==> config.mk <==
export PLATFORM = sky130hd
export DESIGN_NAME = fg_dac_write_sequencer
export DESIGN_NICKNAME = d
export VERILOG_FILES = /design/src/rtl/fg_dac_write_sequencer.sv
export SDC_FILE = /design/constraint.sdc
export NUM_CORES = 1
export LEC_CHECK = 0
export ABC_AREA = 1
export BUFFER_PORTS_ARGS = -buffer_cell sky130_fd_sc_hd__buf_2
export CAP_MARGIN = 0
export CORE_UTILIZATION = 43
export DETAILED_ROUTE_END_ITERATION = 6
export REMOVE_ABC_BUFFERS = 1
export SYNTH_ARGS = -nofsm -noshare
export SYNTH_HDL_FRONTEND = slang
export SYNTH_SLANG_ARGS = --single-unit
==> constraint.sdc <==
create_clock -name clk_i -period 1.8 [get_ports clk_i]
set_clock_uncertainty 0.05 [all_clocks]
set_input_delay 0.45 -clock clk_i [delete_from_list [all_inputs] [get_ports clk_i]]
set_output_delay 0.45 -clock clk_i [all_outputs]
set_load 0.02 [all_outputs]
==> src/rtl/fg_dac_write_sequencer.sv <==
// DAC write sequencer: registers each sample onto the parallel DAC bus and paces the WR strobe
// through setup, write and settle phases. Optional overwrite counter: FG_DAC_OVERRUN_CNT_EN.
module fg_dac_write_sequencer #(
   parameter int BITWIDTH      = 8,
   parameter int SETUP_CYCLES  = 1,
   parameter int WR_CYCLES     = 2,
   parameter int SETTLE_CYCLES = 500,
   parameter int CNT_BITWIDTH  = 10
) (
   input  logic                clk_i,
   input  logic                rst_i,
   input  logic                enable_i,
   input  logic [BITWIDTH-1:0] sample_i,
   input  logic                sampleValid_STRB_i,
   input  logic                clrOverrun_i,
   output logic [BITWIDTH-1:0] dac_data_o,
   output logic                dac_wr_n_o,
   output logic                dac_clr_n_o,
   output logic                dac_pd_n_o,
   output logic                busy_o,
`ifdef FG_DAC_OVERRUN_CNT_EN
   output logic                overrun_o,
   output logic [7:0]          overrunCnt_o
`else
   output logic                overrun_o
`endif
);

   localparam logic [1:0] IDLE   = 2'd0;
   localparam logic [1:0] SETUP  = 2'd1;
   localparam logic [1:0] WRITE  = 2'd2;
   localparam logic [1:0] SETTLE = 2'd3;

   localparam logic [CNT_BITWIDTH-1:0] SETUP_LD  = CNT_BITWIDTH'(SETUP_CYCLES - 1);
   localparam logic [CNT_BITWIDTH-1:0] WR_LD     = CNT_BITWIDTH'(WR_CYCLES - 1);
   localparam logic [CNT_BITWIDTH-1:0] SETTLE_LD = CNT_BITWIDTH'(SETTLE_CYCLES - 1);

   logic [1:0]              r_state;
   logic [CNT_BITWIDTH-1:0] r_cnt;
   logic [BITWIDTH-1:0]     r_data;
   logic                    r_wr_n;
   logic                    r_clr_n;
   logic                    r_pd_n;
   logic [BITWIDTH-1:0]     r_pend;
   logic                    r_pend_vld;
   logic                    r_overrun;

   logic w_cnt_zero;
   logic w_consume;
   logic w_strb_to_pend;
   logic w_ovr;

   assign w_cnt_zero = (r_cnt == '0);
   // Pending is drained at the end of settle; the IDLE term only covers a sample that was
   // parked on the very edge the settle phase ended with nothing pending.
   assign w_consume      = enable_i & r_pend_vld &
                           (((r_state == SETTLE) & w_cnt_zero) | (r_state == IDLE));
   assign w_strb_to_pend = enable_i & sampleValid_STRB_i & ((r_state != IDLE) | r_pend_vld);
   assign w_ovr          = w_strb_to_pend & r_pend_vld & ~w_consume;

   always_ff @(posedge clk_i) begin
      if (rst_i) begin
         r_state    <= IDLE;
         r_cnt      <= '0;
         r_data     <= '0;
         r_wr_n     <= 1'b1;
         r_clr_n    <= 1'b0;
         r_pd_n     <= 1'b0;
         r_pend     <= '0;
         r_pend_vld <= 1'b0;
         r_overrun  <= 1'b0;
      end else begin
         r_clr_n <= 1'b1;
         r_pd_n  <= enable_i;
         case (r_state)
            IDLE: begin
               if (w_consume) begin
                  r_data  <= r_pend;
                  r_cnt   <= SETUP_LD;
                  r_state <= SETUP;
               end else if (sampleValid_STRB_i && enable_i) begin
                  r_data  <= sample_i;
                  r_cnt   <= SETUP_LD;
                  r_state <= SETUP;
               end
            end
            SETUP: begin
               if (!w_cnt_zero) r_cnt <= r_cnt - 1'b1;
               else begin
                  r_wr_n  <= 1'b0;
                  r_cnt   <= WR_LD;
                  r_state <= WRITE;
               end
            end
            WRITE: begin
               if (!w_cnt_zero) r_cnt <= r_cnt - 1'b1;
               else begin
                  r_wr_n  <= 1'b1;
                  r_cnt   <= SETTLE_LD;
                  r_state <= SETTLE;
               end
            end
            default: begin
               if (!w_cnt_zero) r_cnt <= r_cnt - 1'b1;
               else if (w_consume) begin
                  r_data  <= r_pend;
                  r_cnt   <= SETUP_LD;
                  r_state <= SETUP;
               end else r_state <= IDLE;
            end
         endcase

         if (!enable_i) r_pend_vld <= 1'b0;
         else if (w_strb_to_pend) begin
            r_pend     <= sample_i;
            r_pend_vld <= 1'b1;
         end else if (w_consume) r_pend_vld <= 1'b0;

         if (w_ovr) r_overrun <= 1'b1;
         else if (clrOverrun_i) r_overrun <= 1'b0;
      end
   end

`ifdef FG_DAC_OVERRUN_CNT_EN
   logic [7:0] r_ovr_cnt;
   always_ff @(posedge clk_i) begin
      if (rst_i) r_ovr_cnt <= '0;
      else if (w_ovr) begin
         if (r_ovr_cnt != 8'hFF) r_ovr_cnt <= r_ovr_cnt + 1'b1;
      end else if (clrOverrun_i) r_ovr_cnt <= '0;
   end
   assign overrunCnt_o = r_ovr_cnt;
`endif

   assign dac_data_o  = r_data;
   assign dac_wr_n_o  = r_wr_n;
   assign dac_clr_n_o = r_clr_n;
   assign dac_pd_n_o  = r_pd_n;
   assign busy_o      = (r_state != IDLE);
   assign overrun_o   = r_overrun;

endmodule
==> results.sh, run 1 <==
export IMPL_grt_max_degree=18
export IMPL_cp_max_fo=5
export IMPL_synthDistinctLibCells=22
export IMPL_multi_input_area_um2=984.7
export IMPL_clk_pin_slew_ns=0.06
export IMPL_io_buffers=25
export IMPL_syn_area_um2=1747
export IMPL_yosys_area_top_type="dfxtp_1"
export IMPL_crit_slowest_cell="dfxtp_2"
export IMPL_start_util_pct=46.32
export IMPL_yosysTopAreaCellShare_pct=37.82
export IMPL_worst_pin_slew_ns=0.3846
export IMPL_synthTopCellsByCount="68 x nand2_1, 36 x nand3_1, 34 x nor2_1"
export IMPL_grt_overflow_total=0
export IMPL_cp_end_kind="output pin"
export IMPL_antenna_left=0
export IMPL_setup_violations=0
export IMPL_place_area_um2=1966
export IMPL_stdcell_count=347
export IMPL_nFillCells=394
export IMPL_drt_iter0_drc=75
export IMPL_cts_root_buf="clkbuf_8"
export IMPL_antenna_found_initial=0
export IMPL_die_w_um=65.74
export IMPL_viasPerCell=4.957
export IMPL_clock_tree_htree_level_count=2
export IMPL_dp_final_hpwl_mm=2.941
export IMPL_wire_per_inst_um=11.37
export IMPL_final_nets=317
export IMPL_worst_ep_required_time_ns=1.30
export IMPL_worstPathCellList="inv_1 > ha_4 > inv_1 > buf_4 > buf_4"
export IMPL_hold_viol=0
export IMPL_synth_seq_cells=33
export IMPL_coreArea_um2=3771
export IMPL_crit_arrival_ns=1.25
export IMPL_period_needed_ns=1.745
export IMPL_maxSlewHeadroom_pct=74.33
export IMPL_grt_pass1_wl_mm=6.872
export IMPL_postCtsSetupBuffers=0
export IMPL_clock_sinks=33
export IMPL_cap_violations=0
export IMPL_finalInstanceArea_um2=2095
export IMPL_drive_gt1_share_pct=21.40
export IMPL_io_pins=26
export IMPL_ir_worst_vdd_mv=0.7766
export IMPL_diodes=0
export IMPL_clockBufferDepth=2
export IMPL_syn_avg_cell_area_um2=6.667
export IMPL_path_class="flip-flop to output pin"
export IMPL_min_path_type="input pin to flip-flop"
export IMPL_ys_warnings_count=0
export IMPL_place_congestion=0.7988
export IMPL_yosys_top_cells_area="dfxtp_1 38%, nand2_1 15%, nand3_1 10%"
export IMPL_clock_latency_ns=0.28
export IMPL_syn_inst=262
export IMPL_power_leakage_nw=1.004
export IMPL_ys_flop_type="dfxtp_1"
export IMPL_wirelength_mm=3.944
export IMPL_timing_fmax_ghz=0.5730
export IMPL_die_area_um2=4321
export IMPL_crit_path_start_kind="flip-flop"
export IMPL_rows=22
export IMPL_dpl_cell_count=339
export IMPL_yosysMostFrequentCell="nand2_1"
export IMPL_final_period_utilization_pct=96.96
export IMPL_numCtsBuffers=5
export IMPL_post_route_drc_count=0
export IMPL_drt_pass1_iter_count=4
export IMPL_p_per_area_nw_per_um2=1910
export IMPL_fp_dieH_um=65.74
export IMPL_grt_usage_pct=20.76
export IMPL_layout_area_seq_um2=661.9
export IMPL_status="finished, final reports clean"
export IMPL_grt_pass1_vias=1573
export IMPL_synthArstFlopShare_pct=0
export IMPL_syn2layout_area_growth_pct=19.91
export IMPL_drv_slew=0
export IMPL_synth_edf_count=0
export IMPL_slowest_delay_ns=0.34
export IMPL_synth_seq_area_share_pct=37.82
export IMPL_cts_tree="built"
export IMPL_dr_total_vias=1720
metrics by stage:
stage	setup TNS, ns	total power, mW	util (%)	hold slack (ns)	setup WS, ns
global placement	0	3.310	52.12	0.4003	0.07759
floorplan	-0.3290	2.664	-	0.3889	-0.05164
finish	0	4.000	55.54	0.3697	0.05465
CTS	0	3.869	54.35	0.3700	0.01958
detailed placement	0	3.319	52.12	0.4021	0.01030
global route	-0.002151	4.407	55.54	0.3714	-0.002151
cell families after synthesis:
family,synth area share (%)
xor gates and xnor gates,1.003
AOI/OAI and AO/OA,11.25
buffers and inverters,8.381
and+or+nand+nor,37.25
adders and majority gates,4.298
DFF,37.82
sequential cells by signal (all words and copies together) (netlist names), 2 cells and up:
register    count
r_state         2
dac_data_o      8
r_cnt          10
r_pend          8
area by class of cell:
class / count / share of cell area [%]
Clock buffer: 8 / 3.823
Inverter: 28 / 5.018
Multi-Input combinational cell: 195 / 47.01
Sequential cell: 33 / 31.60
Tap cell: 48 / 2.867
Timing Repair Buffer: 35 / 9.677
path summary, 6_finish.rpt:
| path | startpoint | depth (start not counted) | slack [ns] | end |
|---|---|---|---|---|
| worst max-delay path | r_state[1] | 5 | 0.05 | busy_o |
| worst min-delay path | sample_i[0] | 3 | 0.37 | r_pend[0] |
| worst min register to register | dac_data_o[2] | 2 | 0.41 | dac_data_o[2] |
| worst max register to register | r_state[0] | 9 | 0.18 | r_cnt[3] |
cell usage in the layout, fill, tap and decap left out, types with 3 or more instances in the layout:
cell type   n
ha_1        4
clkbuf_8    5
nor2_1     31
nor2_2      4
nand2_1    67
nand2_2     3
nand3_1    35
buf_2      24
a21oi_1    20
o21ai_0    13
inv_2       6
inv_1      22
nand2_4     3
clkbuf_1    3
dfxtp_1    32
o21ai_1     3
buf_4      11
worst max-delay path: cells and delay by family, from the launching register on:
kind | cells | cell delay, ns
buffers and inverters | 4 | 0.47
flip-flops | 1 | 0.34
adder cells (fa/ha/maj) | 1 | 0.16
timing repair:
action	4_1_cts	5_1_grt
hold endpoints to repair	0	0
resized for setup	2	12
setup endpoints to repair	1	20
hold buffers	0	0
pin swaps	0	4
where the power goes:
| group | total (mW) | switching [mW] | internal [mW] |
|---|---|---|---|
| Clock | 0.529 | 0.255 | 0.275 |
| Combinational | 2.45 | 1.53 | 0.915 |
| Sequential | 1.02 | 0.118 | 0.906 |
per-layer routing:
metal	GRT usage, %	part of all wire, %	vias to the layer above
met1	26.71	49	764
met2	33.93	46	41
met5	0	0	-
met3	5.035	4.3	4
met4	6.250	0.96	0
li1	-	-	911
No activity file was read; power rests on OpenSTA's default activity.
==> run 2: changes to the inputs <==
- ABC_CLOCK_PERIOD_IN_PS: unset -> 1500
- PLACE_DENSITY: unset -> 0.65
- clock period: 1.8 -> 1.5 ns (I/O delays scaled with it)
==> results.sh, run 2 (synthesized netlist as in run 1, its figures left out) <==
export IMPL_dp_final_hpwl_mm=2.988
export IMPL_met1_length_mm=2.067
export IMPL_io_buffers=25
export IMPL_final_common_cell="nand2_1"
export IMPL_start_util_pct=46.32
export IMPL_path_common_cell="nand2_4"
export IMPL_grt_max_degree=18
export IMPL_rrSetupSlack_ns=-0.12
export IMPL_holdPathStages=4
export IMPL_post_route_drc_count=0
export IMPL_rsz0062_at_grt="yes"
export IMPL_fin_setup_tns_ns=-0.9076
export IMPL_dpl_cell_count=358
export IMPL_clock_tree_htree_level_count=2
export IMPL_crit_family="simple AND/OR/NAND/NOR gates"
export IMPL_wire_per_inst_um=12.77
export IMPL_crit_arrival_ns=1.76
export IMPL_reg2regPathDepth=9
export IMPL_cap_violations=0
export IMPL_dp_worst_setup_slack_ns=-0.2008
export IMPL_drv_slew=0
export IMPL_ir_worst_vdd_mv=1.248
export IMPL_grt_usage_pct=22.93
export IMPL_met2_length_mm=2.482
export IMPL_coreArea_um2=3771
export IMPL_worst_pin_slew_ns=0.4796
export IMPL_timing_rr_end="r_state[1]"
export IMPL_fin_util_pct=69.18
export IMPL_fp_dieH_um=65.74
export IMPL_top_layer="met4"
export IMPL_final_nets=343
export IMPL_clockBufferDepth=2
export IMPL_min_path_type="input pin to flip-flop"
export IMPL_cp_max_fo=6
export IMPL_grt_overflow_total=0
export IMPL_dr_total_vias=1858
export IMPL_worst_slack_ns=-0.1186
export IMPL_worst_path_buf_inv=2
export IMPL_antenna_found_initial=0
export IMPL_failed_checks="setup timing"
export IMPL_final_period_utilization_pct=107.9
export IMPL_crit_path_start_kind="flip-flop"
export IMPL_numCtsBuffers=5
export IMPL_cts_tree="built"
export IMPL_clock_sinks=33
export IMPL_wirelength_mm=4.765
export IMPL_mostFrequentLayoutCells="58 x nand2_1, 30 x dfxtp_1, 27 x nor2_1"
export IMPL_postCtsHoldBufs=0
export IMPL_nFillCells=299
export IMPL_drt_pass1_iter_count=4
export IMPL_min_to="overrun_o"
export IMPL_worstPathCellList="inv_2 > ha_4 > nand2_4 > nor2_4 > nand3_4 > nand2_4 > buf_6 > nand4_1 > a21oi_1"
export IMPL_syn2layout_area_growth_pct=49.36
export IMPL_period_needed_ns=1.619
export IMPL_worst_ep_required_time_ns=1.64
export IMPL_path_class="flip-flop to flip-flop"
export IMPL_largest_register_ffs=10
export IMPL_drt_iter0_drc=121
export IMPL_stdcell_count=373
export IMPL_hold_viol=0
export IMPL_clk_pin_slew_ns=0.06
export IMPL_regMostFlops="r_cnt"
export IMPL_place_congestion=0.8018
export IMPL_maxSlewHeadroom_pct=67.99
export IMPL_cp_end_kind="flip-flop"
export IMPL_finalInstanceArea_um2=2609
export IMPL_met3_wirelength_um=173
export IMPL_io_pins=26
export IMPL_min_from="clrOverrun_i"
export IMPL_power_leakage_nw=1.201
export IMPL_status="finished with violations"
export IMPL_die_w_um=65.74
export IMPL_slowest_delay_ns=0.32
export IMPL_whs_ns=0.2992
export IMPL_viasPerCell=4.981
export IMPL_grt_pass1_vias=1739
export IMPL_crit_slowest_cell="dfxtp_1"
export IMPL_place_area_um2=2108
export IMPL_rows=22
export IMPL_clock_latency_ns=0.28
export IMPL_timing_fmax_ghz=0.6178
export IMPL_grt_pass1_wl_mm=7.562
export IMPL_cts_root_buf="clkbuf_8"
export IMPL_antenna_left=0
export IMPL_diodes=0
export IMPL_p_per_area_nw_per_um2=2629
export IMPL_drive_gt1_share_pct=41.23
export IMPL_setup_violations=22
export IMPL_timing_rr_start="r_cnt[0]"
export IMPL_die_area_um2=4321
export IMPL_finalPower_mw=6.859
## run 2: worst min-delay path: stages
cell and delay (ns):
buf_2 0.07, inv_1 0.03, nand2_1 0.04, a21oi_1 0.06
## run 2: area by class of cell
class / count / area [µm²] / area share (%)
inverter: 28 / 105.1 / 4.029
clock buffer: 7 / 86.33 / 3.309
multi-input combinational: 196 / 1222 / 46.86
timing repair buffer: 60 / 440.4 / 16.88
clock inverter: 1 / 30.03 / 1.151
tap: 48 / 60.06 / 2.302
sequential: 33 / 664.4 / 25.47
## run 2: repair_timing
item / 4_1_cts / 5_1_grt
resized for setup: 42 / 43
endpoints found under the setup margin: 31 / 32
cloned: 1 / 0
pin swaps: 15 / 24
setup buffers: 4 / 2
## run 2: routing by layer
metal,up-vias,global-route usage [%]
li1,963,-
met1,842,27.48
met2,47,40.56
met3,6,5.903
met4,0,4.891
met5,-,0
## run 2: how the worst max path moves through the flow
| stage | start | end | slack (ns) | depth (start not counted) |
|---|---|---|---|---|
| after floorplan | r_state[0] | r_cnt[2] | -0.35 | 11 |
| after global placement | r_state[0] | r_cnt[2] | -0.15 | 9 |
| after detailed placement | r_state[0] | r_cnt[9] | -0.20 | 11 |
| after CTS | r_state[0] | r_cnt[9] | -0.06 | 11 |
| after global routing | r_state[1] | r_cnt[2] | -0.19 | 11 |
| final | r_cnt[0] | r_state[1] | -0.12 | 9 |
## run 2: where the power goes
| group | switching, mW | internal [mW] | total, mW | leakage [nW] |
|---|---|---|---|---|
| clock network | 0.307 | 0.541 | 0.848 | 0.0585 |
| logic | 2.71 | 2.06 | 4.77 | 0.873 |
| registers | 0.142 | 1.10 | 1.24 | 0.270 |
| total | 3.16 | 3.70 | 6.86 | 1.20 |
